File: config.mk
export PLATFORM = sky130hd
export DESIGN_NAME = dvi_tmds_encoder
export DESIGN_NICKNAME = d
export VERILOG_FILES = /design/src/rtl/dvi_tmds_encoder.sv
export SDC_FILE = /design/constraint.sdc
export NUM_CORES = 1
export LEC_CHECK = 0
export CAP_MARGIN = 0
export CORE_AREA = 2 2 103 130
export DETAILED_ROUTE_END_ITERATION = 10
export DIE_AREA = 0 0 105 132
export PLACE_DENSITY_LB_ADDON = 0.25
export SLEW_MARGIN = 15
export SYNTH_ARGS = -nofsm -noshare
export SYNTH_HDL_FRONTEND = slang
export SYNTH_SLANG_ARGS = --single-unit
File: constraint.sdc
create_clock -name i_pix_clk -period 5.39 [get_ports i_pix_clk]
set_input_delay 1.617 -clock i_pix_clk [delete_from_list [all_inputs] [get_ports i_pix_clk]]
set_output_delay 1.617 -clock i_pix_clk [all_outputs]
set_load 0.005 [all_outputs]
File: src/rtl/dvi_tmds_encoder.sv
// Three-channel DVI TMDS 8b/10b encoder: transition minimisation then DC balance, 2-cycle latency.
// Defining DVI_TMDS_IN_REG_EN adds an input register stage (latency 3).
module dvi_tmds_encoder (
  input  logic       i_pix_clk,
  input  logic       i_rst,
  input  logic [7:0] i_red,
  input  logic [7:0] i_green,
  input  logic [7:0] i_blue,
  input  logic       i_de,
  input  logic       i_hs,
  input  logic       i_vs,
  output logic [9:0] o_tmds_red,
  output logic [9:0] o_tmds_green,
  output logic [9:0] o_tmds_blue,
  output logic       o_de
);

  localparam logic [9:0] CtrlSym00 = 10'b1101010100;
  localparam logic [9:0] CtrlSym01 = 10'b0010101011;
  localparam logic [9:0] CtrlSym10 = 10'b0101010100;
  localparam logic [9:0] CtrlSym11 = 10'b1010101011;

  typedef logic signed [5:0] disp_t;

  function automatic logic [8:0] tm_min(input logic [7:0] d);
    logic [3:0] n1;
    logic       use_xnor;
    logic [8:0] q;
    n1 = 4'd0;
    for (int i = 0; i < 8; i++) n1 = n1 + {3'd0, d[i]};
    use_xnor = (n1 > 4'd4) || ((n1 == 4'd4) && !d[0]);
    q    = 9'd0;
    q[0] = d[0];
    for (int i = 1; i < 8; i++) q[i] = use_xnor ? ~(q[i-1] ^ d[i]) : (q[i-1] ^ d[i]);
    q[8] = ~use_xnor;
    return q;
  endfunction

  // Returns {next disparity, symbol}.
  function automatic logic [15:0] dc_balance(input logic [8:0] qm, input disp_t cnt);
    logic [3:0] n1q;
    disp_t      diff;
    disp_t      two_q8;
    disp_t      two_nq8;
    disp_t      cnt_n;
    logic [9:0] sym;
    n1q = 4'd0;
    for (int i = 0; i < 8; i++) n1q = n1q + {3'd0, qm[i]};
    diff    = $signed({1'b0, n1q, 1'b0}) - 6'sd8;
    two_q8  = qm[8] ? 6'sd2 : 6'sd0;
    two_nq8 = qm[8] ? 6'sd0 : 6'sd2;
    if ((cnt == 6'sd0) || (diff == 6'sd0)) begin
      sym   = {~qm[8], qm[8], qm[8] ? qm[7:0] : ~qm[7:0]};
      cnt_n = qm[8] ? (cnt + diff) : (cnt - diff);
    end else if (((cnt > 6'sd0) && (diff > 6'sd0)) || ((cnt < 6'sd0) && (diff < 6'sd0))) begin
      sym   = {1'b1, qm[8], ~qm[7:0]};
      cnt_n = cnt + two_q8 - diff;
    end else begin
      sym   = {1'b0, qm[8], qm[7:0]};
      cnt_n = cnt - two_nq8 + diff;
    end
    return {cnt_n, sym};
  endfunction

  function automatic logic [9:0] ctrl_sym(input logic [1:0] c);
    logic [9:0] s;
    unique case (c)
      2'b00:   s = CtrlSym00;
      2'b01:   s = CtrlSym01;
      2'b10:   s = CtrlSym10;
      default: s = CtrlSym11;
    endcase
    return s;
  endfunction

  // Channel index: 2 = red, 1 = green, 0 = blue.
  logic [7:0] s1_pix [3];
  logic       s1_de, s1_hs, s1_vs;

`ifdef DVI_TMDS_IN_REG_EN
  logic [7:0] in_pix_q [3];
  logic       in_de_q, in_hs_q, in_vs_q;

  always_ff @(posedge i_pix_clk) begin
    if (i_rst) begin
      for (int ch = 0; ch < 3; ch++) in_pix_q[ch] <= 8'd0;
      in_de_q <= 1'b0;
      in_hs_q <= 1'b0;
      in_vs_q <= 1'b0;
    end else begin
      in_pix_q[2] <= i_red;
      in_pix_q[1] <= i_green;
      in_pix_q[0] <= i_blue;
      in_de_q     <= i_de;
      in_hs_q     <= i_hs;
      in_vs_q     <= i_vs;
    end
  end

  assign s1_pix[2] = in_pix_q[2];
  assign s1_pix[1] = in_pix_q[1];
  assign s1_pix[0] = in_pix_q[0];
  assign s1_de     = in_de_q;
  assign s1_hs     = in_hs_q;
  assign s1_vs     = in_vs_q;
`else
  assign s1_pix[2] = i_red;
  assign s1_pix[1] = i_green;
  assign s1_pix[0] = i_blue;
  assign s1_de     = i_de;
  assign s1_hs     = i_hs;
  assign s1_vs     = i_vs;
`endif

  logic [8:0] qm_q [3];
  logic       de_q, hs_q, vs_q;

  always_ff @(posedge i_pix_clk) begin
    if (i_rst) begin
      for (int ch = 0; ch < 3; ch++) qm_q[ch] <= 9'd0;
      de_q <= 1'b0;
      hs_q <= 1'b0;
      vs_q <= 1'b0;
    end else begin
      for (int ch = 0; ch < 3; ch++) qm_q[ch] <= tm_min(s1_pix[ch]);
      de_q <= s1_de;
      hs_q <= s1_hs;
      vs_q <= s1_vs;
    end
  end

  disp_t      cnt_q [3];
  disp_t      cnt_d [3];
  logic [9:0] sym_q [3];
  logic [9:0] sym_d [3];
  logic       de_out_q;

  always_comb begin
    for (int ch = 0; ch < 3; ch++) begin
      {cnt_d[ch], sym_d[ch]} = dc_balance(qm_q[ch], cnt_q[ch]);
      if (!de_q) begin
        // Only the blue channel carries sync; the others send the 00 control token.
        sym_d[ch] = ctrl_sym((ch == 0) ? {vs_q, hs_q} : 2'b00);
        cnt_d[ch] = 6'sd0;
      end
    end
  end

  always_ff @(posedge i_pix_clk) begin
    if (i_rst) begin
      for (int ch = 0; ch < 3; ch++) begin
        cnt_q[ch] <= 6'sd0;
        sym_q[ch] <= CtrlSym00;
      end
      de_out_q <= 1'b0;
    end else begin
      for (int ch = 0; ch < 3; ch++) begin
        cnt_q[ch] <= cnt_d[ch];
        sym_q[ch] <= sym_d[ch];
      end
      de_out_q <= de_q;
    end
  end

  assign o_tmds_red   = sym_q[2];
  assign o_tmds_green = sym_q[1];
  assign o_tmds_blue  = sym_q[0];
  assign o_de         = de_out_q;

endmodule

==> impl_metrics.json <==
{
  "run_status": "completed",
  "placedInstanceArea_sq_um": 6960,
  "worst_slack_ps": 194,
  "max_slew_margin": 0.567,
  "slew_viol_final": 0,
  "yosysWarningCount": 0,
  "antenna_left": 0,
  "synth_seq_area_share": 0.247,
  "die_h_um": 132,
  "detailedRoute.firstPassIterationCount": 4,
  "postSynthNetCount": 807,
  "achievable-frequency_mhz": 192,
  "numCtsBuffers": 9,
  "grt_antenna_before_repair": 0,
  "fillerInstances": 1160,
  "dp_cells": 867,
  "cts.root.buffer_cell": "sky130_fd_sc_hd__clkbuf_16",
  "instances_no_fill": 883,
  "drive_gt1_frac": 0.0545,
  "setup.worst_path.class": "input pin to flip-flop",
  "ioPinCount": 60,
  "grt_start_max_net_pins": 42,
  "groute.usage.overall": 0.180,
  "required_ps": 5600,
  "floorplan.die.width_um": 105,
  "max_cap_violations": 0,
  "floorplan.initialDensity": 0.492,
  "drt_iter0_drc": 129,
  "finalClockSkew_ps": 5.56,
  "clock_sinks": 76,
  "post_cts_resize_count": 0,
  "highest-signal-layer": "met4",
  "synth_ff_type": "sky130_fd_sc_hd__dfxtp_1",
  "route.vias.total": 4296,
  "worst_path_largest_cell_delay_ps": 560,
  "drcViolationCount": 0,
  "hold_crit_class": "flip-flop to flip-flop",
  "final_area_sq_um": 7250,
  "layout.nets": 869,
  "startpoint_type": "input pin",
  "post_synth_instance_area_sq_um": 6170,
  "areaGrowthSynthToFinish_pct": 17.4,
  "detailedPlacementHpwl_um": 9760,
  "placement_rows": 46,
  "syn_inst": 648,
  "cts.path.max_buffers": 2,
  "total_wirelength_of_the_detailed_routed_design_um": 11700,
  "post_drt_via_cell_ratio": 4.87,
  "grt_setup_unrepaired": "no",
  "placement.io_buffers": 59,
  "synth.avg_cell_area_sq_um": 9.52,
  "synth.distinct_cells": 39,
  "report.final.setup_viol": 0,
  "hold-path-cell-count": 2,
  "r2r-start": "qm_q[0][18]$_SDFF_PP0_",
  "flip_flop_and_latch_count_after_synthesis": 76,
  "met3WireLength_um": 272,
  "average_wire_per_standard_cell_um": 13.3,
  "reg2regPathDepth": 16,
  "crit_path_frequent_cell": "sky130_fd_sc_hd__fa_1",
  "wl_met2_um": 6440,
  "htree_levels": 3,
  "finalCriticalPeriod_ps": 5200,
  "grt_pass1_wl_um": 20400,
  "timing.critical_path.cells": "clkdlybuf4s50_1 -> inv_1 -> fa_1 -> fa_1 -> fa_1 -> inv_1 -> ha_1 -> fa_1 -> nor3b_1 -> o22ai_1 -> xor2_1 -> xor2_1 -> nor2_1",
  "die_area_sq_um": 13900,
  "cp.arrival_ps": 5410,
  "worst_hold_path.endpoint": "sym_q[0][14]$_SDFF_PP1_",
  "holdCritStartpoint": "qm_q[0][13]$_SDFF_PP0_",
  "critical_path.max_fanout": 3,
  "slowest_cell_on_the_critical_path": "sky130_fd_sc_hd__fa_1",
  "tritoncts_clock_tree": "done",
  "placeableCoreArea_sq_um": 12500,
  "routedLengthMet1_um": 4740,
  "number_of_enable_flip_flop_cells_after_synthesis": 0,
  "setup.worst_path.end_class": "flip-flop",
  "synthArstFlopShare": 0,
  "via_count_of_the_first_global_routing_pass": 4580,
  "period_utilization_post_route": 0.964,
  "regToRegEndpoint": "cnt_q[0][17]$_SDFF_PP0_",
  "timing.reg2reg.setup_slack_ps": 320,
  "tightestPinTransition_ps": 644,
  "pre_cts_ws_ps": -155,
  "finalWeightedCongestion": 0.871,
  "globalRoute.totalOverflow": 0,
  "final-hold-violation-count": 0,
  "clock_transition_at_the_registers_of_the_reported_paths_ps": 60,
  "clkLatencyLatePin_ps": 330,
  "cts-hold-fix-buffers": 0,
  "finish.utilization": 0.577,
  "post_cts_buffers": 0,
  "diodes": 0
}
## sequential cells by signal (all words and copies together), names as in the netlist
| name | flops |
|---|---|
| sym_q | 30 |
| qm_q | 27 |
| cnt_q | 15 |
| de_q | 1 |
| hs_q | 1 |
| o_de | 1 |
| vs_q | 1 |
## logic make-up (layout without fill, tap and decap cells)
group                      count (synthesis)  after routing  share of synthesized area
AOI/OAI and AO/OA                         87             87                     0.0981
buffers and inverters                    138            205                     0.0851
adders and majority gates                130            130                      0.311
xor gates and xnor gates                 101            101                      0.154
DFF                                       76             76                      0.247
muxes                                      9              9                     0.0199
and+or+nand+nor                          107            107                     0.0849
## cell type report
class / count / area, sq um / area share
inverter: 123 / 462 / 0.0637
timing repair buffer: 66 / 643 / 0.0888
clock inverter: 6 / 55.1 / 0.00760
multi-input combinational: 434 / 4130 / 0.569
tap: 168 / 210 / 0.0290
clock buffer: 10 / 229 / 0.0316
sequential: 76 / 1520 / 0.210
## layout by cell type, fill, tap and decap left out, types with 2 or more instances in the layout
cell type,n
sky130_fd_sc_hd__inv_1,123
sky130_fd_sc_hd__ha_1,91
sky130_fd_sc_hd__dfxtp_1,76
sky130_fd_sc_hd__xnor2_1,68
sky130_fd_sc_hd__clkdlybuf4s50_1,59
sky130_fd_sc_hd__nor2_1,51
sky130_fd_sc_hd__fa_1,39
sky130_fd_sc_hd__a21oi_1,32
sky130_fd_sc_hd__xor2_1,28
sky130_fd_sc_hd__a21o_1,21
sky130_fd_sc_hd__nand2_1,18
sky130_fd_sc_hd__a211oi_1,12
sky130_fd_sc_hd__clkbuf_16,9
sky130_fd_sc_hd__nor2b_1,8
sky130_fd_sc_hd__buf_4,7
sky130_fd_sc_hd__o21ai_0,6
sky130_fd_sc_hd__xnor3_1,5
sky130_fd_sc_hd__nor3_1,5
sky130_fd_sc_hd__clkinv_2,5
sky130_fd_sc_hd__a31oi_1,4
sky130_fd_sc_hd__nand2b_1,4
sky130_fd_sc_hd__mux2_2,3
sky130_fd_sc_hd__nor3b_1,3
sky130_fd_sc_hd__o22ai_1,3
sky130_fd_sc_hd__or4_4,3
sky130_fd_sc_hd__nor4b_1,3
sky130_fd_sc_hd__and4b_1,3
sky130_fd_sc_hd__and3_1,3
sky130_fd_sc_hd__mux2i_1,3
sky130_fd_sc_hd__nand3_1,3
sky130_fd_sc_hd__or2_2,2
sky130_fd_sc_hd__a31oi_4,2
sky130_fd_sc_hd__o21ba_4,2
sky130_fd_sc_hd__mux2i_4,2
sky130_fd_sc_hd__a2bb2oi_1,2
## Yosys cell counts, types with 4 or more instances
cell type	count	share of area
sky130_fd_sc_hd__clkbuf_1	12	0.0073
sky130_fd_sc_hd__a21oi_1	32	0.026
sky130_fd_sc_hd__dfxtp_1	76	0.25
sky130_fd_sc_hd__nor2b_1	8	0.0081
sky130_fd_sc_hd__nor3_1	5	0.0041
sky130_fd_sc_hd__fa_1	39	0.13
sky130_fd_sc_hd__xnor2_1	68	0.096
sky130_fd_sc_hd__a31oi_1	4	0.0041
sky130_fd_sc_hd__nand2_1	18	0.011
sky130_fd_sc_hd__xnor3_1	5	0.018
sky130_fd_sc_hd__a21o_1	21	0.026
sky130_fd_sc_hd__inv_1	123	0.075
sky130_fd_sc_hd__ha_1	91	0.18
sky130_fd_sc_hd__o21ai_0	6	0.0049
sky130_fd_sc_hd__xor2_1	28	0.040
sky130_fd_sc_hd__nand2b_1	4	0.0041
sky130_fd_sc_hd__nor2_1	51	0.031
sky130_fd_sc_hd__a211oi_1	12	0.015
## critical path: cells and delay by family
kind	cells	cell delay (ps)
adders and majority gates	5	2120
buffers and inverters	3	650
xor gates and xnor gates	2	520
and+or+nand+nor	2	310
AOI/OAI and AO/OA	1	180
## how the worst max path moves through the flow
stage	from	end	slack, ps
after floorplan	i_blue[0]	qm_q[0][5]$_SDFF_PP0_	640
after global placement	i_blue[0]	qm_q[0][5]$_SDFF_PP0_	90
after detailed placement	i_blue[0]	qm_q[0][5]$_SDFF_PP0_	-150
after CTS	i_blue[0]	qm_q[0][5]$_SDFF_PP0_	200
after global routing	i_blue[0]	qm_q[0][5]$_SDFF_PP0_	50
final	i_blue[0]	qm_q[0][5]$_SDFF_PP0_	190
## through the flow
step | hold slack (ps) | setup TNS [ps]
floorplan | 465 | 0
global placement | 515 | 0
detailed placement | 499 | -251
CTS | 512 | 0
global route | 552 | 0
finish | 507 | 0
## metal layers
layer,global-route usage,up-vias
met5,0,-
met1,0.198,2033
met4,0.0711,0
met2,0.345,65
met3,0.0237,21
li1,-,2177
Power is not shown: default switching activity piles up to over one toggle a cycle in this logic, so the estimate is an artifact.
